===== src/rtl/demux_pkg.sv =====
// Shared definitions for the buffered 1-to-2 write-back demultiplexer.
package demux_pkg;

    localparam int WIDTH = 16;

    // Select encodings for the s input
    localparam logic CH_A = 1'b0;
    localparam logic CH_B = 1'b1;

    // Ceiling log2, used to size FIFO pointers (constant-evaluated)
    function automatic int clog2(input int v);
        int r;
        r = 0;
        for (int i = 0; i < 32; i++) begin
            if ((1 << r) < v) r = r + 1;
        end
        return r;
    endfunction

endpackage


===== src/rtl/demux_fifo.sv =====
// Small synchronous FIFO: pointers carry one extra wrap bit, head reads 0 when empty.
module demux_fifo #(
    parameter int WIDTH = demux_pkg::WIDTH,
    parameter int DEPTH = 2
) (
    input  logic             clk,
    input  logic             rst_n,
    input  logic             push,
    input  logic [WIDTH-1:0] wdata,
    input  logic             pop,
    output logic             full,
    output logic             empty,
    output logic [WIDTH-1:0] head
);
    import demux_pkg::*;

    localparam int AW = clog2(DEPTH);
    localparam int PW = AW + 1;

    logic [PW-1:0]    wr_q, wr_d, rd_q, rd_d;
    logic [WIDTH-1:0] mem_q [DEPTH];
    logic [WIDTH-1:0] mem_d [DEPTH];

    // Status and head word; head is forced to zero when nothing is stored
    always_comb begin
        empty = (wr_q == rd_q);
        full  = (wr_q[AW] != rd_q[AW]) && (wr_q[AW-1:0] == rd_q[AW-1:0]);
        head  = empty ? '0 : mem_q[rd_q[AW-1:0]];
    end

    // Next-state: a full FIFO refuses pushes, an empty one ignores pops
    always_comb begin
        wr_d  = wr_q;
        rd_d  = rd_q;
        mem_d = mem_q;
        if (push && !full) begin
            mem_d[wr_q[AW-1:0]] = wdata;
            wr_d = wr_q + PW'(1);
        end
        if (pop && !empty) begin
            rd_d = rd_q + PW'(1);
        end
    end

    // State registers; reset discards all stored words
    always_ff @(posedge clk or negedge rst_n) begin
        if (!rst_n) begin
            wr_q <= '0;
            rd_q <= '0;
            for (int i = 0; i < DEPTH; i++) mem_q[i] <= '0;
        end else begin
            wr_q  <= wr_d;
            rd_q  <= rd_d;
            mem_q <= mem_d;
        end
    end

endmodule


===== src/rtl/demux_16bit_1i2o_buf.sv =====
// Buffered 1-to-2 demux: steers producer words into channel A or B FIFOs.
module demux_16bit_1i2o_buf #(
    parameter int WIDTH = demux_pkg::WIDTH,
    parameter int DEPTH = 2,
    parameter int CNT_W = 8
) (
    input  logic             clk,
    input  logic             rst_n,
    input  logic             in_valid,
    output logic             in_ready,
    input  logic             s,
    input  logic [WIDTH-1:0] d,
    output logic             a_valid,
    input  logic             a_ready,
    output logic [WIDTH-1:0] a,
    output logic             b_valid,
    input  logic             b_ready,
    output logic [WIDTH-1:0] b,
    output logic [CNT_W-1:0] cnt_a,
    output logic [CNT_W-1:0] cnt_b
);
    import demux_pkg::*;

    logic             a_full, a_empty, b_full, b_empty;
    logic             push_a, push_b, pop_a, pop_b;
    logic [CNT_W-1:0] cnt_a_q, cnt_a_d, cnt_b_q, cnt_b_d;

    // Ready depends only on the selected channel's fullness, never on in_valid
    always_comb begin
        in_ready = (s == CH_B) ? !b_full : !a_full;
        push_a   = in_valid && in_ready && (s == CH_A);
        push_b   = in_valid && in_ready && (s == CH_B);
        a_valid  = !a_empty;
        b_valid  = !b_empty;
        pop_a    = a_valid && a_ready;
        pop_b    = b_valid && b_ready;
    end

    demux_fifo #(.WIDTH(WIDTH), .DEPTH(DEPTH)) u_fifo_a (
        .clk   (clk),
        .rst_n (rst_n),
        .push  (push_a),
        .wdata (d),
        .pop   (pop_a),
        .full  (a_full),
        .empty (a_empty),
        .head  (a)
    );

    demux_fifo #(.WIDTH(WIDTH), .DEPTH(DEPTH)) u_fifo_b (
        .clk   (clk),
        .rst_n (rst_n),
        .push  (push_b),
        .wdata (d),
        .pop   (pop_b),
        .full  (b_full),
        .empty (b_empty),
        .head  (b)
    );

    // Routed-word counters advance on each accepted push and wrap naturally
    always_comb begin
        cnt_a_d = push_a ? cnt_a_q + CNT_W'(1) : cnt_a_q;
        cnt_b_d = push_b ? cnt_b_q + CNT_W'(1) : cnt_b_q;
        cnt_a   = cnt_a_q;
        cnt_b   = cnt_b_q;
    end

    // Counter registers
    always_ff @(posedge clk or negedge rst_n) begin
        if (!rst_n) begin
            cnt_a_q <= '0;
            cnt_b_q <= '0;
        end else begin
            cnt_a_q <= cnt_a_d;
            cnt_b_q <= cnt_b_d;
        end
    end

endmodule


===== config.mk =====
export PLATFORM = sky130hd
export DESIGN_NAME = demux_16bit_1i2o_buf
export DESIGN_NICKNAME = d
export VERILOG_FILES = /design/src/rtl/demux_pkg.sv /design/src/rtl/demux_fifo.sv /design/src/rtl/demux_16bit_1i2o_buf.sv
export SDC_FILE = /design/constraint.sdc
export NUM_CORES = 1
export LEC_CHECK = 0
export BUFFER_PORTS_ARGS = -buffer_cell sky130_fd_sc_hd__clkbuf_2
export CAP_MARGIN = 20
export CORE_ASPECT_RATIO = 0.6
export CORE_MARGIN = 2
export CORE_UTILIZATION = 55
export CTS_BUF_LIST = sky130_fd_sc_hd__clkbuf_8
export DETAILED_ROUTE_END_ITERATION = 8
export PLACE_DENSITY_LB_ADDON = 0.1
export SLEW_MARGIN = 15
export SYNTH_ARGS = -nofsm -noshare
export SYNTH_HDL_FRONTEND = slang
export SYNTH_HIERARCHICAL = 1
export SYNTH_SLANG_ARGS = --single-unit

===== constraint.sdc =====
create_clock -name clk -period 2.5 [get_ports clk]
set_input_delay 0.375 -clock clk [delete_from_list [all_inputs] [get_ports clk]]
set_output_delay 0.375 -clock clk [all_outputs]
set_load 0.05 [all_outputs]

After elaboration in Yosys (flattened, before gate mapping)
Cells that the tools add are included.
{ "word_totals": {"ff_bits": 88, "output_inout_bits": 51} }
{ "classes": {"add_sub_neg": 6, "order_cmp": 6, "n_eq_ne": 6, "mux": 15, "bitwise_logic": 5, "n_reduce_logical": 17} }
{ "op_table": {"columns": ["op", "n"], "rows": [
  ["16-bit two-way mux", 10],
  ["32-bit bitwise mux", 2],
  ["16-bit demux with 1-bit select", 2],
  ["8-bit by 1-bit adder with 8-bit output, second input constant", 2],
  ["1-bit logical AND", 13],
  ["2-bit by 1-bit adder with 2-bit output, second input constant", 4],
  ["2-bit greater-or-equal comparator, second input constant", 4],
  ["1-bit inverter with 2-bit output", 4],
  ["2-bit == test", 2],
  ["1-bit zero test", 4],
  ["2-bit by 1-bit less-than comparator with 1-bit output, second input constant", 2],
  ["1-bit == test", 2],
  ["1-bit inequality test", 2],
  ["1-bit two-way mux", 1],
  ["1-bit inverter", 1]
]} }

Logic depth before layout (Yosys ltp)
{ "logic_depth": {"depth_word": 7, "mapped_depth": 9} }

Modules after synthesis
Netlist, hierarchy kept.
{ "by_module_without_submodules": {"columns": ["module", "instances", "cells_per_inst", "area_per_inst_um2", "seq_area_each_um2"], "rows": [
  ["demux_fifo", 2, 129, 1675.4, 900.9],
  ["demux_16bit_1i2o_buf", 1, 60, 735.7, 400.4]
]} }

Least setup slack after synthesis
No wires, ideal clock.
{ "synth_path": {"kind": "register to register", "from": "register u_fifo_a.rd_q[1]", "to": "register u_fifo_a/mem_q[0] in the netlist's numbering", "setup_ps": 125, "arrival_ps": 2187, "required_ps": 2375, "setup_slack_ps": 189, "path_stages_with_launch": 8, "path_cell_list": "dfrtp_1 xnor2_1 nor2_1 nor3b_4 nand2_1 a21oi_2 buf_6 mux2_2"} }
{ "synth_between": {"elab_chain_len": 7} }
{ "synth_rtl": {"columns": ["element", "line", "source"], "rows": [
  ["start: declaration", "demux_fifo.sv:20", "logic [PW-1:0] wr_q, wr_d, rd_q, rd_d;"],
  ["start signal: assignment", "demux_fifo.sv:53", "rd_q <= rd_d;"],
  ["1-bit inequality test", "demux_fifo.sv:27", "full = (wr_q[AW] != rd_q[AW]) && (wr_q[AW-1:0] == rd_q[AW-1:0]);"],
  ["1-bit logical AND", "demux_fifo.sv:27", null],
  ["net a_full", "demux_16bit_1i2o_buf.sv:24", "logic a_full, a_empty, b_full, b_empty;"],
  ["1-bit zero test", "demux_16bit_1i2o_buf.sv:30", "in_ready = (s == CH_B) ? !b_full : !a_full;"],
  ["1-bit two-way mux", "demux_16bit_1i2o_buf.sv:30", null],
  ["1-bit logical AND (2 in series)", "demux_16bit_1i2o_buf.sv:31", "push_a = in_valid && in_ready && (s == CH_A);"],
  ["net push_a", "demux_16bit_1i2o_buf.sv:25", "logic push_a, push_b, pop_a, pop_b;"],
  ["1-bit logical AND", "demux_fifo.sv:36", "if (push && !full) begin"],
  ["end signal: assignment", "demux_fifo.sv:54", "mem_q <= mem_d;"],
  ["end: declaration", "demux_fifo.sv:21", "logic [WIDTH-1:0] mem_q [DEPTH];"]
]} }
The timed path passes the listed nets, and every way through them passes these cells.
A chain may end at the register's enable or synchronous reset.

Worst setup path after layout
{ "layout_path": {"from": "register u_fifo_b.rd_q[1]", "to": "output b[8]"} }
{ "layout_between": {"elab_chain_len": 2} }
{ "layout_rtl": {"columns": ["element", "line", "source"], "rows": [
  ["start: declaration", "demux_fifo.sv:20", null],
  ["start signal: assignment", "demux_fifo.sv:53", null],
  ["2-bit == test", "demux_fifo.sv:26", "empty = (wr_q == rd_q);"],
  ["net b_empty", "demux_16bit_1i2o_buf.sv:24", null],
  ["16-bit two-way mux", "demux_fifo.sv:28", "head = empty ? '0 : mem_q[rd_q[AW-1:0]];"],
  ["end: declaration", "demux_16bit_1i2o_buf.sv:18", "output logic [WIDTH-1:0] b,"]
]} }
The timed path passes the listed nets, and every way through them passes these cells.

==> out/summary.txt <==
Rel. slew slack: 30.6%
HP Class: in -> reg
Finished Cell Area: 0.00482 mm^2
Root Buffer: clkbuf_8
slack of the critical path: 160 ps
maxcap violations: 0
Tcrit/Tclk final: 93.6%
crit path time final: 2340 ps
endpoints failing hold: 0
setup_tns: 0 ps
Synth Area per Inst: 12.9 um^2
first drt pass iteration count: 4
initial antenna violation count: 0
area leader, netlist: dfrtp_1
CP Launch Type: register
DRT met1 WL: 4.16 mm
Routed WL per cell: 16.0 um
met2 WL post-DR: 3.52 mm
Die Area: 0.00816 mm^2
clk buf depth: 2
unrepaired setup endpoints after global routing: no
largest cells by area after synthesis: dfrtp_1 54%, mux2_2 19%, mux2i_1 8.6%
total gr overflow: 0
Slew Limit Fails: 0
worst reg-to-reg setup slack: 260 ps
critical path class: reg -> out
first-pass GRT wire length: 13.1 mm
row count: 24
Crit. End Element: primary output
detailed placement HPWL: 5.53 mm
die width: 115 um
Seq cells post-synth: 88
fmax: 427 MHz
drt drc: 0
Iter 0 DRT Violations: 199
Routed Antenna Nets: 0
largest family of logic cells by synthesized area: multiplexers
Die Ht: 70.8 um
Starting Density: 56.5%
Seq/Total Area, Yosys: 53.9%
DP Worst Slack: 324 ps
mux share of post-synthesis cell area: 27.9%
CTS Sinks: 88
Final setup violation count: 0
CP Max Fanout: 12
R2R cell count: 8
nets@finish: 424
core area: 0.00724 mm^2
commonest non-fill, non-tap cell in the layout: dfrtp_1
Worst Hold Slack: 306 ps
pin count of the biggest net entering global routing: 61
I/O Buffers: 72
Inserted Clock Buffers: 9
Mapped Area: 0.00409 mm^2
Layout area overhead: 17.9%
highest-count cells in the layout ignoring fill and taps: 88 x dfrtp_1, 71 x clkbuf_2, 70 x mux2_2, 38 x nor2_1, 35 x mux2i_1
Netlist cell types: 26
clk slew on worst S/H paths: 90 ps
# resized after CTS: 0
top-area cell type share of the netlist area: 53.9%
final WL: 8.16 mm
CTS tree: yes
Syn. warnings: 6
Antenna Cells: 0
Worst EP required: 2120 ps
Vias: 2,681
Setup Skew: 8.66 ps
Hold Path Cell Cnt: 2
worst skew pair latency: 360 ps
vias in the first global route: 2,610
DP Area: 0.00459 mm^2
Post-CTS Setup Bufs: 0
CTS Hold Buffers Added: 1
Worst Path Arrival: 1970 ps
post-synthesis simple-gate area fraction: 7.69%
met3 WL: 419 um
complex-gate fraction of the synthesized area: 2.88%
status: finished, final reports clean
uppermost layer routed: met4
GR Util All Layers: 21.2%
total nets after synthesis: 342
Worst-Margin Slew: 1040 ps
Synth Area in XOR/XNOR: 4.29%
cells after synthesis: 318
Vias/cell: 5.27
gp weighted congestion: 0.766
layout cells sized above 1: 43.7%
H-tree depth: 3
synthesized-area fraction occupied by adder cells: 0.612%
io pins: 73
## flip-flops by register name, summed over array words and instances, names as in the netlist
name / cells
u_fifo_a/mem_q: 32
u_fifo_a/wr_q: 2
u_fifo_b/rd_q: 2
cnt_b: 8
u_fifo_b/wr_q: 2
u_fifo_b/mem_q: 32
u_fifo_a/rd_q: 2
cnt_a: 8
## kinds of logic after synthesis
group                    after synthesis
multiplexers                         105
flip-flops                            88
AND/OR/NAND/NOR                       66
XOR/XNOR                              20
buffers and inverters                 19
AO/OA/AOI/OAI                         18
adder cells (fa/ha/maj)                2
## cells in the mapped netlist
cell,number
a21oi_1,4
nand2_1,7
buf_2,10
o21ai_2,2
nand4_1,5
a21oi_2,2
nor2b_1,4
mux2i_1,35
and4b_2,1
mux2_2,70
nor2_1,39
nand3_1,3
inv_1,5
o211ai_1,2
nand3b_2,1
a31oi_1,2
and3_1,3
nor3_1,2
xor2_1,9
buf_6,4
dfrtp_1,88
a21boi_0,2
ha_1,2
o21ai_0,4
xnor2_1,11
nor3b_4,1
## critical path, stage by stage (launching register included)
cell and delay [ps]:
dfrtp_1 460, xor2_1 310, nor2_1 130, buf_4 210, nor2_1 190, clkbuf_2 310
## worst paths after layout
kind	startpoint	to
setup / recovery	u_fifo_b/rd_q[1]	b[8]
hold / removal	d[14]	u_fifo_b/mem_q[30]
setup reg to reg	u_fifo_b/rd_q[1]	u_fifo_b/mem_q[13]
hold reg to reg	cnt_b[7]	cnt_b[7]
max in group asynchronous	rst_n	u_fifo_a/mem_q[13]
min in group asynchronous	rst_n	cnt_b[3]
## through the flow
stage | cells | utilization [%]
2_1_floorplan | 318 | -
3_3_place_gp | 492 | 63.4
3_5_place_dp | 492 | 63.4
4_1_cts | 509 | 66.6
5_1_grt | 509 | 66.6
6_report | 509 | 66.6
## layer usage
| layer | global-route usage, % | vias to the layer above |
|---|---|---|
| met4 | 5.89 | 0 |
| met5 | 0 | - |
| li1 | - | 1267 |
| met3 | 7.63 | 7 |
| met1 | 31.3 | 1342 |
| met2 | 29.9 | 65 |
## layout make-up
type,count,area (um^2)
Sequential cell,88,2200
Clock buffer,13,179
Tap cell,104,130
Multi-Input combinational cell,211,1770
Clock inverter,3,38.8
Fill cell,570,2420
Timing Repair Buffer,85,475
Inverter,5,18.8
Power is not shown: default switching activity piles up to over one toggle a cycle in this logic, so the estimate is an artifact.
